===== src/rtl/uart_pkg.sv =====
// Shared UART encodings: frame-format fields, transmit FSM states and the
// latched per-frame configuration.
package uart_pkg;

   localparam int unsigned DATA_W = 8;
   localparam int unsigned CNT_W  = 3;

   typedef enum logic [1:0] {
      PARITY_NONE     = 2'b00,
      PARITY_ODD      = 2'b01,
      PARITY_EVEN     = 2'b10,
      PARITY_NONE_ALT = 2'b11
   } parity_e;

   typedef enum logic {
      LEN_7 = 1'b0,
      LEN_8 = 1'b1
   } length_e;

   typedef enum logic {
      STOP_1 = 1'b0,
      STOP_2 = 1'b1
   } stop_e;

   typedef enum logic [2:0] {
      TX_IDLE   = 3'd0,
      TX_ARM    = 3'd1,
      TX_START  = 3'd2,
      TX_DATA   = 3'd3,
      TX_PARITY = 3'd4,
      TX_STOP   = 3'd5
   } tx_state_e;

   typedef struct packed {
      logic [DATA_W-1:0] data;
      length_e           length;
      parity_e           parity;
      stop_e             stop;
   } tx_cfg_t;

   function automatic logic parity_enabled(input parity_e p);
      return (p == PARITY_ODD) || (p == PARITY_EVEN);
   endfunction

endpackage


===== src/rtl/uart_parity.sv =====
// Combinational parity generator for a 7/8-bit UART character; also used
// by the receive side for checking.
module uart_parity
   import uart_pkg::*;
(
   input  logic [DATA_W-1:0] data_i,
   input  length_e           length_i,
   input  parity_e           type_i,
   output logic              parity_o
);

   logic [DATA_W-1:0] masked;
   logic              xor_bits;

   // In 7-bit mode the MSB is not part of the character.
   always_comb begin
      masked = data_i;
      if (length_i == LEN_7) begin
         masked[DATA_W-1] = 1'b0;
      end
      xor_bits = ^masked;
      case (type_i)
         PARITY_ODD:  parity_o = ~xor_bits;
         PARITY_EVEN: parity_o = xor_bits;
         default:     parity_o = 1'b0;
      endcase
   end

endmodule


===== src/rtl/uart_tx_frame.sv =====
// UART transmit framer: turns baud_clk rising edges into bit ticks and
// serialises a latched byte as start/data/parity/stop onto tx.
module uart_tx_frame
   import uart_pkg::*;
(
   input  logic              clock,
   input  logic              reset_n,
   input  logic              baud_clk,
   input  logic              send,
   input  logic [DATA_W-1:0] data_in,
   input  logic              data_length,
   input  logic [1:0]        parity_type,
   input  logic              stop_bits,
   output logic              tx,
   output logic              busy,
   output logic              done
);

   tx_state_e        state_q, state_d;
   tx_cfg_t          cfg_q, cfg_d;
   logic [CNT_W-1:0] bit_cnt_q, bit_cnt_d;
   logic             stop_cnt_q, stop_cnt_d;
   logic             tx_q, tx_d;
   logic             busy_q, busy_d;
   logic             done_q, done_d;
   logic             baud_q;

   logic             tick;
   logic             parity_bit;
   logic [CNT_W-1:0] last_idx;

   // baud_clk comes from the same clock domain, so a plain edge detect suffices.
   assign tick     = baud_clk & ~baud_q;
   assign last_idx = (cfg_q.length == LEN_8) ? CNT_W'(7) : CNT_W'(6);

   uart_parity u_parity (
      .data_i   (cfg_q.data),
      .length_i (cfg_q.length),
      .type_i   (cfg_q.parity),
      .parity_o (parity_bit)
   );

   always_ff @(posedge clock or negedge reset_n) begin
      if (!reset_n) begin
         state_q    <= TX_IDLE;
         cfg_q      <= '0;
         bit_cnt_q  <= '0;
         stop_cnt_q <= 1'b0;
         tx_q       <= 1'b1;
         busy_q     <= 1'b0;
         done_q     <= 1'b0;
         baud_q     <= 1'b0;
      end else begin
         state_q    <= state_d;
         cfg_q      <= cfg_d;
         bit_cnt_q  <= bit_cnt_d;
         stop_cnt_q <= stop_cnt_d;
         tx_q       <= tx_d;
         busy_q     <= busy_d;
         done_q     <= done_d;
         baud_q     <= baud_clk;
      end
   end

   // Next-state logic; tx_d is the level for the bit period starting at this tick.
   always_comb begin
      state_d    = state_q;
      cfg_d      = cfg_q;
      bit_cnt_d  = bit_cnt_q;
      stop_cnt_d = stop_cnt_q;
      tx_d       = tx_q;
      busy_d     = busy_q;
      done_d     = 1'b0;

      case (state_q)
         TX_IDLE: begin
            tx_d   = 1'b1;
            busy_d = 1'b0;
            if (send) begin
               cfg_d.data   = data_in;
               cfg_d.length = length_e'(data_length);
               cfg_d.parity = parity_e'(parity_type);
               cfg_d.stop   = stop_e'(stop_bits);
               busy_d       = 1'b1;
               state_d      = TX_ARM;
            end
         end

         TX_ARM: begin
            if (tick) begin
               tx_d    = 1'b0;
               state_d = TX_START;
            end
         end

         TX_START: begin
            if (tick) begin
               tx_d      = cfg_q.data[0];
               bit_cnt_d = '0;
               state_d   = TX_DATA;
            end
         end

         TX_DATA: begin
            if (tick) begin
               if (bit_cnt_q == last_idx) begin
                  if (parity_enabled(cfg_q.parity)) begin
                     tx_d    = parity_bit;
                     state_d = TX_PARITY;
                  end else begin
                     tx_d       = 1'b1;
                     stop_cnt_d = cfg_q.stop;
                     state_d    = TX_STOP;
                  end
               end else begin
                  bit_cnt_d = bit_cnt_q + CNT_W'(1);
                  tx_d      = cfg_q.data[bit_cnt_q + CNT_W'(1)];
               end
            end
         end

         TX_PARITY: begin
            if (tick) begin
               tx_d       = 1'b1;
               stop_cnt_d = cfg_q.stop;
               state_d    = TX_STOP;
            end
         end

         TX_STOP: begin
            tx_d = 1'b1;
            if (tick) begin
               if (stop_cnt_q == 1'b0) begin
                  busy_d  = 1'b0;
                  done_d  = 1'b1;
                  state_d = TX_IDLE;
               end else begin
                  stop_cnt_d = 1'b0;
               end
            end
         end

         default: begin
            tx_d    = 1'b1;
            busy_d  = 1'b0;
            state_d = TX_IDLE;
         end
      endcase
   end

   assign tx   = tx_q;
   assign busy = busy_q;
   assign done = done_q;

endmodule


===== config.mk =====
export PLATFORM = sky130hd
export DESIGN_NAME = uart_tx_frame
export DESIGN_NICKNAME = d
export VERILOG_FILES = /design/src/rtl/uart_pkg.sv /design/src/rtl/uart_parity.sv /design/src/rtl/uart_tx_frame.sv
export SDC_FILE = /design/constraint.sdc
export NUM_CORES = 1
export LEC_CHECK = 0
export BUFFER_PORTS_ARGS = -buffer_cell sky130_fd_sc_hd__buf_2
export CORE_ASPECT_RATIO = 0.7
export CORE_MARGIN = 3
export CORE_UTILIZATION = 50
export CTS_CLUSTER_DIAMETER = 200
export CTS_CLUSTER_SIZE = 25
export DETAILED_ROUTE_END_ITERATION = 10
export GPL_ROUTABILITY_DRIVEN = 0
export PLACE_DENSITY = 0.79
export REMOVE_ABC_BUFFERS = 1
export SYNTH_ARGS = -nofsm -noshare
export SYNTH_HDL_FRONTEND = slang
export SYNTH_SLANG_ARGS = --single-unit

===== constraint.sdc =====
create_clock -name clock -period 2 [get_ports clock]
set_input_delay 0.2 -clock clock [delete_from_list [all_inputs] [get_ports clock]]
set_output_delay 0.2 -clock clock [all_outputs]
set_load 0.1 [all_outputs]

==> run metrics, run 1 <==
power per cell area=1810 nW/um^2; vias in the first global route=838; layout cells sized above 1=28.3%; Post-synth EDFFs=0; post-synthesis cell area=1260 sq um; Leak=0.657 nW; post-layout util=between 60 and 70%; Syn Inst Count=115; clock sink total=23; RSZ-0062 raised after global routing=no; Fin Hold WS=84.5 ps; post-synth top area cell=dfrtp_1; Worst slew margin=between 60% and 70%; largest cells by area after synthesis=dfrtp_1 44%, mux2_2 11%, xnor2_1 4.2%, nand2_1 3.3%, ha_1 3.0%; TNS Setup=0 ps; most frequent cells in the layout=22 x dfrtp_1, 18 x buf_2, 12 x mux2_2, 11 x nand2_1, 7 x nor2_1; Design Area, Final=1450 sq um; fin crit share=93.1%; DRT Wirelength=approximately 2500 um; antenna violation net count after detailed routing=0; Highest Clock Rate=approximately 540 MHz; I/O pin count=19; global-route usage over all layers=17.6%; # DRC=0; Initial Util=55.5%; Peak VDD IR=0.888 mV; Final Hold Fails=0; antenna cells=0; met3 WL post-DR=149 um; worst hold path type=in -> reg; TritonCTS clock tree=done; Synthesis Warnings=0; Max Slew Vio Count=0; initial antenna violation count=0; area growth from synthesis to layout=14.4%; largest net degree at the start of global routing=24; Avg Synthesized Cell Area=11.0 sq um; total number of vias=958; FP Rows=14; WP data arrival=2100 ps; DR iter-0 viols=43; dpl cell area=1400 sq um; ys async rst share=100%; status=finished clean; wl on met1=1170 um; Max Buffers Root-to-Sink=2; Power Total=~2.6 mW; Die Wd=66.1 um; top layer used by detailed routing=met4; critical path fanouts, max=3; # fillers=184; first-pass GRT wire length=4000 um; WL/cell=approximately 15 um; #FFs+latches synth=23; CTS Buf Count=3; number of post-CTS setup repair buffers=0; CTS HTree Levels=1; Most used DFF post-synth=dfrtp_1; clock skew=around 7.3 ps; Nets=about 160; worst slew pin tran=554 ps; post-DR vias/cell=5.64; top cell type's share of synthesized area=43.5%; Worst setup SP type=flop; port bufs=18; # setup viols final=0; Die ar.=3180 sq um; min cycle time layout=1860 ps; Netlist cell types=37; grt total ovfl=0; commonest non-fill, non-tap cell in the layout=dfrtp_1; Max-Cap Viols=0; CP Class=reg -> reg; Worst EP required=2240 ps; chip height=48.1 um; Worst-path clk slew=about 120 ps; Routed met2 length=around 1100 um; first-pass detailed-route iteration total=4; post-synthesis sequential area ratio=45.6%; core area=2280 sq um; DP Wirelength=1810 um; Root Driver=clkbuf_4; crit path capture type=flop; Clock Latency Late Sink=320 ps
## logic make-up (layout without fill, tap and decap cells)
logic type | count (synthesis) | in the layout | share of synthesized area (%)
and+or+nand+nor | 36 | 36 | 14.0
buffers and inverters | 8 | 31 | 2.47
muxes | 15 | 15 | 15.3
DFF | 23 | 23 | 45.6
adders and majority gates | 3 | 3 | 2.97
xor gates and xnor gates | 8 | 8 | 7.22
AOI/OAI and AO/OA | 22 | 22 | 12.4
## path summary, 6_finish.rpt
kind                       slack [ps]           end            from  cells past startpoint
max                               140            tx    bit_cnt_q[0]                      6
min                                80      cfg_q[2]  parity_type[1]                      3
max reg2reg                       140            tx    bit_cnt_q[0]                      6
min reg2reg                       520      cfg_q[0]        cfg_q[0]                      1
max in group asynchronous        1270            tx         reset_n                      2
min in group asynchronous         370  bit_cnt_q[2]         reset_n                      2
## synth_stat cells, types with 3 or more instances
cell type	number
and3_1	3
o21ai_0	5
xnor2_1	6
nor2_1	7
nand2_1	11
mux2_2	12
nand3_1	3
dfrtp_1	22
nor2b_1	3
inv_1	4
clkbuf_1	3
ha_1	3
a22o_1	3
## critical path: stages (launching register included)
cell and delay (ps):
dfrtp_1 410, ha_1 360, mux4_2 350, mux2i_1 60, and2_1 160, a2111o_1 270, o22ai_1 170
## metal layers
layer	up-vias	track usage [%]
li1	460	-
met1	468	23.4
met2	26	28.0
met3	4	6.10
met4	0	4.86
met5	-	0
## sequential cells by signal, indices dropped and copies added, names as in the netlist
register and count:
baud_q 1, busy 1, tx 1, stop_cnt_q 1, state_q 3, done 1
cfg_q 12, bit_cnt_q 3
## repair_timing
action | CTS | global route
hold endpoints to repair | 23 | 0
resized for setup | 0 | 0
hold buffers | 2 | 0
endpoints found under the setup margin | 0 | 0
## through the flow
stage          worst slack [ps]  std cells
2_1_floorplan               210        111
3_3_place_gp                258        164
3_5_place_dp                181        164
4_1_cts                     148        170
5_1_grt                    82.5        170
6_report                    139        170
## cell type report
class                           count  area, sq um  share of cell area (%)
Clock buffer                        4         26.3                    1.82
Inverter                            4         15.0                    1.04
Multi-Input combinational cell     84          657                    45.4
Sequential cell                    23          577                    39.8
Tap cell                           32         40.0                    2.77
Timing Repair Buffer               23          133                    9.16
## power breakdown
group	internal, mW	switching (mW)
Sequential	0.677	0.196
Combinational	0.761	0.763
Clock	0.0781	0.138
Power figures use the tool's default switching activity.
==> inputs of run 2 (changes only) <==
--- a/config.mk
+++ b/config.mk
@@ -14,7 +14,6 @@
 export DETAILED_ROUTE_END_ITERATION = 10
 export GPL_ROUTABILITY_DRIVEN = 0
 export PLACE_DENSITY = 0.79
-export REMOVE_ABC_BUFFERS = 1
 export SYNTH_ARGS = -nofsm -noshare
 export SYNTH_HDL_FRONTEND = slang
 export SYNTH_SLANG_ARGS = --single-unit
==> run 2 against run 1 <==
  * Sequential power about the same
  * Non-clock buffer count unchanged
  * Global-route usage increased by 0.55 points
  * Critical path type unchanged
==> run metrics, run 2 (synthesis gave the netlist of run 1 again) <==
crit path capture type=flop; area growth from synthesis to layout=14.7%; CTS HTree Levels=1; Clock Latency Late Sink=310 ps; Worst EP required=roughly 2200 ps; worst hold path type=in -> reg; Worst-path clk slew=about 130 ps; number of post-CTS setup repair buffers=0; Design Area, Final=1450 sq um; Die Wd=66.1 um; port bufs=18; Power Total=between 2 and 3 mW; WP data arrival=2080 ps; Largest regs=cfg_q x12, bit_cnt_q x3, state_q x3; Die ar.=3180 sq um; DP Wirelength=1960 um; first-pass detailed-route iteration total=4; WL/cell=15.0 um; most frequent cells in the layout=22 x dfrtp_1, 18 x buf_2, 12 x mux2_2, 11 x nand2_1, 7 x nor2_1; CP Class=reg -> reg; commonest non-fill, non-tap cell in the layout=dfrtp_1; status=finished clean; antenna violation net count after detailed routing=0; # setup viols final=0; FP Rows=14; worst slew pin tran=523 ps; Worst setup SP type=flop; Max-Cap Viols=0; post-DR vias/cell=5.61; # DRC=0; Nets=158; Initial Util=a little under three fifths; Final Hold Fails=0; TNS Setup=0 ps; I/O pin count=19; layout cells sized above 1=29.0%; critical path fanouts, max=3; largest net degree at the start of global routing=24; power per cell area=around 1800 nW/um^2; min cycle time layout=around 1800 ps; register area=577 sq um; Max Buffers Root-to-Sink=2; Synth Net Count=134; DR iter-0 viols=61; total number of vias=953; Highest Clock Rate=542 MHz; Leak=0.656 nW; multi-input logic area=roughly 660 sq um; Max Slew Vio Count=0; TritonCTS clock tree=done; # fillers=184; clock sink total=23; chip height=48.1 um; fin crit share=92.2%; CTS Buf Count=3; global-route usage over all layers=18.2%; RSZ-0062 raised after global routing=no; initial antenna violation count=0; grt total ovfl=0; DRT Wirelength=~2500 um; core area=~2300 sq um; clock skew=3.44 ps; Worst slew margin=65.1%; Root Driver=clkbuf_4; vias in the first global route=approximately 960; dpl cell area=1400 sq um; Largest register FFs=12; antenna cells=0; Peak VDD IR=0.907 mV; first-pass GRT wire length=4260 um; Reg with most FFs=cfg_q
-- run 2: layout make-up --
type / instances / share of cell area [%]
clock buffer: 3 / 1.55
clock inverter: 1 / 0.517
inverter: 4 / 1.03
sequential: 23 / 39.7
tap: 32 / 2.76
timing repair buffer: 23 / 9.14
multi-input combinational: 84 / 45.3
-- run 2: layer usage --
metal  share of wire, %  GRT usage [%]
met5                  0              0
met4                1.4           6.07
met3                5.7           5.87
met2                 47           30.4
met1                 45           22.9
-- run 2: repair_timing --
item,CTS,global route
hold buffers,1,1
endpoints found under the hold margin,22,1
gates resized for setup,0,0
-- run 2: power breakdown --
group          total [mW]  leakage, nW  switching [mW]  internal (mW)
Clock               0.216       0.0139           0.140         0.0763
Sequential          0.872        0.273           0.196          0.677
Combinational        1.52        0.369           0.761          0.760
-- run 2: worst max-delay path: stages, from the launching register on --
cell	delay (ps)
dfrtp_1	420
ha_1	340
mux4_2	340
mux2i_1	60
and2_1	160
a2111o_1	280
o22ai_1	170
-- run 2: final timing paths --
path,from,endpoint,slack [ps],depth (start not counted)
setup / recovery,bit_cnt_q[1],tx,160,6
hold / removal,parity_type[0],cfg_q[1],90,3
setup reg to reg,bit_cnt_q[1],tx,160,6
hold reg to reg,cfg_q[0],cfg_q[0],540,1
max in group asynchronous,reset_n,tx,1260,2
min in group asynchronous,reset_n,bit_cnt_q[2],380,2
-- run 2: metrics by stage --
step | util [%] | worst slack, ps | hold WS [ps] | std cells
after detailed placement | 61.5 | 173 | 209 | 164
after global placement | 61.5 | 258 | 201 | 164
after floorplan | - | 210 | -95.6 | 115
final | 63.7 | 156 | 87.5 | 170
after CTS | 63.3 | 145 | 5.99 | 169
after global routing | 63.7 | 71.8 | 72.6 | 170
==> inputs of run 3 (changes only) <==
--- a/config.mk
+++ b/config.mk
@@ -5,6 +5,7 @@
 export SDC_FILE = /design/constraint.sdc
 export NUM_CORES = 1
 export LEC_CHECK = 0
+export ABC_AREA = 1
 export BUFFER_PORTS_ARGS = -buffer_cell sky130_fd_sc_hd__buf_2
 export CORE_ASPECT_RATIO = 0.7
 export CORE_MARGIN = 3
==> run 3 against run 2 <==
  * Synthesized cell count grew 62%
  * First-iteration DRC count rose by 48%
  * Utilization fell by 2.6 points
==> run metrics, run 3 <==
sw frac=49.5%; Cell Int Power=1.29 mW; Reg power frac=34.6%; Peak VDD IR=0.852 mV; Worst setup SP type=flop; multi-input logic area=664 sq um; most common cell in the netlist=nand2_1; largest net degree at the start of global routing=24; Largest regs=cfg_q x12, bit_cnt_q x3, state_q x3; Gate power share=54.3%; NetSw=1.27 mW; Largest register FFs=12; port bufs=18; Most used DFF post-synth=dfrtp_1; critical path fanouts, max=13; layout cells sized above 1=18.3%; Synthesis Warnings=0; clock share of power=11.1%; DP Wirelength=2270 um; Nets=~230; worst hold path type=in -> reg; Syn Inst Count=roughly 190; worst slew pin tran=536 ps; ys async rst share=100%; DR iter-0 viols=90; number of post-CTS setup repair buffers=0; min cycle time layout=1630 ps; fin crit share=81.3%; largest cells by area after synthesis=dfrtp_1 41%, nand2_1 15%, a21oi_1 6.3%, inv_1 5.8%, nor2_1 5.3%; TritonCTS clock tree=done; #FFs+latches synth=23; post-synthesis cell area=1350 sq um; CTS HTree Levels=1; Leak=0.815 nW; Worst slew margin=64.3%; Avg Synthesized Cell Area=7.25 sq um; CP Class=reg -> reg; clock sink total=23; post-synth top area cell=dfrtp_1; RSZ-0062 raised after global routing=no; Highest Clock Rate=615 MHz; most frequent cells in the layout=55 x nand2_1, 22 x dfrtp_1, 21 x inv_1, 19 x nor2_1, 18 x buf_2; Design Area, Final=1540 sq um; Netlist cell types=26; register area=577 sq um; Reg with most FFs=cfg_q; Die Wd=68.1 um; Max Buffers Root-to-Sink=2; power per cell area=roughly 1700 nW/um^2; Max Slew Vio Count=0; chip height=49.5 um; dpl cell area=1480 sq um; Die ar.=3370 sq um; CTS Buf Count=3; Power Total=2.56 mW; # fillers=234; top cell type's share of synthesized area=40.8%; area growth from synthesis to layout=14.0%; first-pass GRT wire length=4960 um; antenna violation net count after detailed routing=0; Clock Latency Late Sink=approximately 260 ps; FP Rows=15; Worst EP required=2210 ps; hold-fix buffers at CTS=1; vias in the first global route=1,125; grt total ovfl=0; Root Driver=clkbuf_8; Final Hold Fails=0; Worst-path clk slew=80 ps; global-route usage over all layers=19.6%; commonest cells in the synthesized netlist=55 x nand2_1, 22 x dfrtp_1, 21 x inv_1, 19 x nor2_1, 17 x a21oi_1; Max-Cap Viols=0; Post-synth EDFFs=0; status=finished clean; clock skew=4.59 ps; # DRC=0; # setup viols final=0; antenna cells=0; post-DR vias/cell=5.24; Fin Hold WS=56.7 ps; slack of the critical path=373 ps; crit path capture type=flop; commonest non-fill, non-tap cell in the layout=nand2_1; WP data arrival=1830 ps; Synth Net Count=205; Initial Util=53.6%; I/O pin count=19; DRT Wirelength=2890 um; worst slack, placed=398 ps; WL/cell=11.9 um; TNS Setup=0 ps; post-synthesis sequential area ratio=between 40% and 50%; Post-CTS Resized=0; core area=roughly 2500 sq um; initial antenna violation count=0; first-pass detailed-route iteration total=4; total number of vias=1,267
==> run 3: routing by layer <==
| metal | up-vias | part of all wire [%] | GRT usage (%) |
|---|---|---|---|
| met5 | - | 0 | 0 |
| met3 | 2 | 6.0 | 5.69 |
| met1 | 586 | 48 | 27.5 |
| met4 | 0 | 0.45 | 4.62 |
| met2 | 36 | 46 | 29.6 |
| li1 | 643 | - | - |
==> run 3: cells by family (layout without fill, tap and decap cells) <==
group,count (synthesis),in the layout,share of synthesized area (%)
AO/OA/AOI/OAI,38,38,15.2
XOR/XNOR,1,1,0.649
adder cells (fa/ha/maj),3,3,2.78
buffers and inverters,28,50,7.98
flip-flops,23,23,42.8
multiplexers,2,2,1.67
AND/OR/NAND/NOR,91,91,28.9
==> run 3: final timing paths <==
path,startpoint,to,slack (ps),cells after the start
max in group asynchronous,reset_n,tx,1180,2
hold / removal,baud_clk,baud_q,60,1
setup reg to reg,bit_cnt_q[0],tx,370,10
setup / recovery,bit_cnt_q[0],tx,370,10
min in group asynchronous,reset_n,cfg_q[5],450,2
hold reg to reg,stop_cnt_q,done,440,1
==> run 3: worst max-delay path, stage by stage, from the launching register on <==
cell	delay, ps
dfrtp_1	500
ha_1	390
inv_1	80
a21oi_1	40
o21ai_0	80
nand3_1	110
nand3_1	90
nand2_1	50
inv_1	50
nand2_1	60
a21oi_2	110
==> run 3: final cells by class <==
cell class,count,area share (%)
Multi-Input combinational cell,135,43.2
Sequential cell,23,37.5
Timing Repair Buffer,21,7.49
Clock buffer,4,2.93
Inverter,25,6.10
Tap cell,34,2.77
==> run 3: power groups by stage <==
stage	Clock, mW	Combinational (mW)	Sequential, mW
6_report	0.286	1.39	0.885
5_1_grt	0.319	1.57	0.915
4_1_cts	0.297	1.39	0.882
3_5_place_dp	0	1.39	0.888
3_3_place_gp	0	1.31	0.872
2_1_floorplan	0	1.00	0.964
==> run 3: through the flow <==
step           utilization, %  cells
2_1_floorplan               -    186
3_3_place_gp             59.0    237
3_5_place_dp             59.0    237
4_1_cts                  61.1    242
5_1_grt                  61.1    242
6_report                 61.1    242
